**src/rtl/enemies_struct.sv**
```systemverilog
// Shared type definitions for the enemy subsystem.
// coll_state_t encodes the collision detector's frame-level progress.
package enemies_struct;

    typedef enum logic [2:0] {
        StIdle,
        StScan,
        StHit,
        StReport,
        StCooldown
    } coll_state_t;

endpackage

```
**src/rtl/enemy_collision_detect.sv**
```systemverilog
// Detects the first enemy/bullet pixel overlap in a frame and reports it as a
// one-cycle strobe just after the following frame start, then skips a few frames.
module enemy_collision_detect
    import enemies_struct::*;
#(
    parameter int unsigned X_MAX           = 640,
    parameter int unsigned Y_MAX           = 475,
    parameter int unsigned COOLDOWN_FRAMES = 2
) (
    input  logic        clk,
    input  logic        rst,
    input  logic [11:0] lcd_xpos,
    input  logic [11:0] lcd_ypos,
    input  logic        enable,
    input  logic        freeze,
    input  logic        enemy_pixel_valid,
    input  logic        bullet_pixel_valid,
    output logic [11:0] killed_enemy_x,
    output logic [11:0] killed_enemy_y,
    output logic        valid_enemy_collision,
    output logic        bullet_hit,
    output logic [7:0]  hit_count
);

    localparam logic [11:0] XMaxW  = 12'(X_MAX);
    localparam logic [11:0] YMaxW  = 12'(Y_MAX);
    localparam logic [3:0]  CdLoad = 4'(COOLDOWN_FRAMES);

    coll_state_t state_q, state_d;
    logic [11:0] kill_x_q, kill_x_d;
    logic [11:0] kill_y_q, kill_y_d;
    logic [3:0]  cd_cnt_q, cd_cnt_d;
    logic [7:0]  hits_q, hits_d;
    logic        strobe_q, strobe_d;

    logic frame_start;
    logic overlap;

    assign frame_start = (lcd_xpos == 12'd0) && (lcd_ypos == 12'd0);
    assign overlap     = enemy_pixel_valid && bullet_pixel_valid &&
                         (lcd_xpos < XMaxW) && (lcd_ypos < YMaxW);

    always_comb begin
        state_d  = state_q;
        kill_x_d = kill_x_q;
        kill_y_d = kill_y_q;
        cd_cnt_d = cd_cnt_q;
        hits_d   = hits_q;
        strobe_d = 1'b0;

        // Disabling wins over freeze; coordinates and hit count survive.
        if (!enable) begin
            state_d = StIdle;
        end else if (!freeze) begin
            case (state_q)
                StIdle: begin
                    if (frame_start) state_d = StScan;
                end
                StScan: begin
                    if (overlap) begin
                        kill_x_d = lcd_xpos;
                        kill_y_d = lcd_ypos;
                        state_d  = StHit;
                    end
                end
                StHit: begin
                    if (frame_start) begin
                        state_d  = StReport;
                        strobe_d = 1'b1;
                        if (hits_q != 8'hFF) hits_d = hits_q + 8'd1;
                    end
                end
                StReport: begin
                    if (CdLoad == 4'd0) begin
                        state_d = StScan;
                    end else begin
                        state_d  = StCooldown;
                        cd_cnt_d = CdLoad;
                    end
                end
                StCooldown: begin
                    if (frame_start) begin
                        if (cd_cnt_q <= 4'd1) begin
                            state_d  = StScan;
                            cd_cnt_d = 4'd0;
                        end else begin
                            cd_cnt_d = cd_cnt_q - 4'd1;
                        end
                    end
                end
                default: state_d = StIdle;
            endcase
        end
    end

    always_ff @(posedge clk) begin
        if (rst) begin
            state_q  <= StIdle;
            kill_x_q <= '0;
            kill_y_q <= '0;
            cd_cnt_q <= '0;
            hits_q   <= '0;
            strobe_q <= 1'b0;
        end else begin
            state_q  <= state_d;
            kill_x_q <= kill_x_d;
            kill_y_q <= kill_y_d;
            cd_cnt_q <= cd_cnt_d;
            hits_q   <= hits_d;
            strobe_q <= strobe_d;
        end
    end

    assign killed_enemy_x        = kill_x_q;
    assign killed_enemy_y        = kill_y_q;
    assign valid_enemy_collision = strobe_q;
    assign bullet_hit            = strobe_q;
    assign hit_count             = hits_q;

endmodule
```
**config.mk**
```make
export PLATFORM = sky130hd
export DESIGN_NAME = enemy_collision_detect
export DESIGN_NICKNAME = d
export VERILOG_FILES = /design/src/rtl/enemies_struct.sv /design/src/rtl/enemy_collision_detect.sv
export SDC_FILE = /design/constraint.sdc
export NUM_CORES = 1
export LEC_CHECK = 0
export CAP_MARGIN = 25
export CORE_ASPECT_RATIO = 2
export CORE_MARGIN = 2
export CORE_UTILIZATION = 42
export DETAILED_ROUTE_END_ITERATION = 10
export GPL_ROUTABILITY_DRIVEN = 0
export PLACE_DENSITY = 0.79
export SETUP_SLACK_MARGIN = 0.5
export SYNTH_ARGS = -nofsm -noshare
export SYNTH_HDL_FRONTEND = slang
export SYNTH_SLANG_ARGS = --single-unit
```
**constraint.sdc**
```tcl
create_clock -name clk -period 2.8 [get_ports clk]
set_clock_uncertainty 0.05 [all_clocks]
set_input_delay 0.42 -clock clk [delete_from_list [all_inputs] [get_ports clk]]
set_output_delay 0.42 -clock clk [all_outputs]
set_load 0.01 [all_outputs]
```
==> metrics <==
status=complete, no violations; vias per std cell=5.40; Hold Path End=killed_enemy_y[10]$_SDFFE_PP0P_; Via Count=1750; worst reg2reg startpoint=hit_count[3]$_SDFFE_PP0P_; f_max=0.451 GHz; n_diodes=0; DRC viols=0; Detail Route Antenna Nets=0; crit path kind=input pin to flip-flop; Most used DFF post-synth=dfxtp_1; Die Area=4920 sq um; Distinct cells, synth=44; Syn Nets=230; crit end category=flip-flop; I/O Pins=64; post-layout util=0.642; Synth Warn #=0; clk sinks=40; Tot GR Track Use=0.198; post-cts hold buffer count=0; arrival time worst endpoint=2.35 ns; Critical Path RT=2.93 ns; CTS HTree Levels=2; num rows=34; initial antenna violation count=0; worst hold start=killed_enemy_y[10]$_SDFFE_PP0P_; startpoint types=input pin; PwrDens=384 nW/um^2; syn_area_per_cell=9.27 sq um; post-DP HPWL=3.46 mm; first-pass GRT wire length=7.73 mm; Routed WL=4.68 mm; largest net degree at the start of global routing=23; VDD IR max=0.332 mV; Setup WS pre-CTS=-0.0157 ns; Setup TNS=0 ns; Crit Path Max Fanout=5; Synth Instances=197; Clk pin slew, worst setup/hold paths=0.08 ns; register area share after synthesis=0.439; Synth-to-Final Area Change=49.6%; PnR worst setup slack=0.581 ns; Critical R2R Capture=hit_count[7]$_SDFFE_PP0P_; TritonCTS Buffers=5; Max Cap Viol=0; most frequent cells in the layout=clkdlybuf4s50_1, dfxtp_1, nor2_1; Hold Path Depth=1; post-synthesis register bit count=40; FF-to-FF setup slack=0.90 ns; Post-synth EDFFs=0; Final Slew Violations=0; nets@finish=302; clock root buffer master=clkbuf_8; Pleak=1.12 nW; core area=4250 sq um; die height=97.2 um; Chip Width=50.6 um; ys async rst share=0; leading cell type in the layout, fill and taps excluded=clkdlybuf4s50_1; final hold slack=0.414 ns; Netlist Area Pre-Place=1830 sq um; drt wl/cell=14.5 um; layout cells sized above 1=0.144; Initial Util=0.429; CTS tree=yes; R2R cell count=5; final hold viol count=0; Slew headroom=0.596; crit share post-route=0.792; initial DRC count=23; dpl cells=314; vias in the first global route=1791; clk buf depth=2; Least-Margin Pin Slew=0.604 ns; non-filler cells, final=324; Clock Latency Late Sink=0.29 ns; final setup violation count=0; min-delay worst type=flip-flop to flip-flop; filler instances=352; PortBufs=63; grt ovf=0; RSZ-0062 raised after global routing=false; total iterations of the first detailed-routing run=4; post-route minimum period=2.22 ns
## layer usage
layer,vias to the layer above,global-route usage,wire (um)
met1,814,0.227,1840
met3,11,0.0600,372
met5,-,0,0
met2,74,0.338,2380
li1,851,-,-
met4,0,0.0707,96
## registers in the layout (all words and copies together) (netlist names)
name	count
killed_enemy_y	12
bullet_hit	1
cd_cnt_q	4
state_q	3
hit_count	8
killed_enemy_x	12
## report_power, final
group	internal (mW)	switching [mW]
sequential	0.568	0.000000000810
combinational	0.0409	0.0328
clock	0.199	0.207
## synth_stat cells, types with 4 or more instances
cell type | number | area (sq um)
nor2_1 | 32 | 120
a21oi_1 | 5 | 25.0
nor2b_1 | 7 | 43.8
nor3_1 | 4 | 20.0
dfxtp_1 | 40 | 801
and3_1 | 4 | 25.0
clkbuf_1 | 5 | 18.8
nand3_1 | 8 | 40.0
nand2b_1 | 5 | 31.3
mux2i_1 | 20 | 200
and2_1 | 5 | 31.3
nand2_1 | 5 | 18.8
o21ai_0 | 5 | 25.0
inv_1 | 4 | 15.0
## what timing repair did
item,in CTS,in global routing
pin swaps,5,4
resized for setup,18,10
setup buffers,2,0
endpoints found under the setup margin,34,7
## final cells by class
cell class	count	area (sq um)	area share
Inverter	4	15.0	0.00550
Multi-Input combinational cell	145	1040	0.383
Tap cell	54	67.6	0.0247
Clock buffer	6	82.6	0.0302
Timing Repair Buffer	73	704	0.258
Sequential cell	40	801	0.293
Clock inverter	2	15.0	0.00550
## how the worst max path moves through the flow
stage | from | endpoint | slack (ns) | cells after the start
after floorplan | lcd_ypos[9] | hit_count[7]$_SDFFE_PP0P_ | 0.53 | 5
after global placement | lcd_ypos[1] | hit_count[7]$_SDFFE_PP0P_ | 0.05 | 6
after detailed placement | lcd_ypos[9] | cd_cnt_q[2]$_SDFFE_PP0P_ | -0.02 | 6
after CTS | lcd_ypos[9] | hit_count[7]$_SDFFE_PP0P_ | 0.56 | 7
after global routing | lcd_ypos[4] | hit_count[7]$_SDFFE_PP0P_ | 0.51 | 7
final | lcd_ypos[4] | hit_count[7]$_SDFFE_PP0P_ | 0.58 | 7
## critical path: stages
cell	delay (ns)
clkdlybuf4s15_1	0.21
or4_4	0.56
nor4_4	0.24
buf_4	0.19
and4bb_2	0.27
nor2b_4	0.16
mux2_4	0.30
## stage by stage
| stage | instance area [sq um] | power (mW) |
|---|---|---|
| CTS | 2690 | 1.06 |
| global route | 2730 | 1.09 |
| global placement | 2550 | 0.657 |
| finish | 2730 | 1.05 |
| floorplan | 1830 | 0.601 |
| detailed placement | 2550 | 0.657 |
## cell families (layout without fill, tap and decap cells)
logic type,after synthesis,in the layout,synth area share
AOI/OAI and AO/OA,25,25,0.0925
xor gates and xnor gates,1,1,0.00480
adders and majority gates,3,3,0.0206
buffers and inverters,12,85,0.0274
DFF,40,40,0.439
muxes,23,23,0.128
and+or+nand+nor,93,93,0.288
No activity file was read; power rests on OpenSTA's default activity.
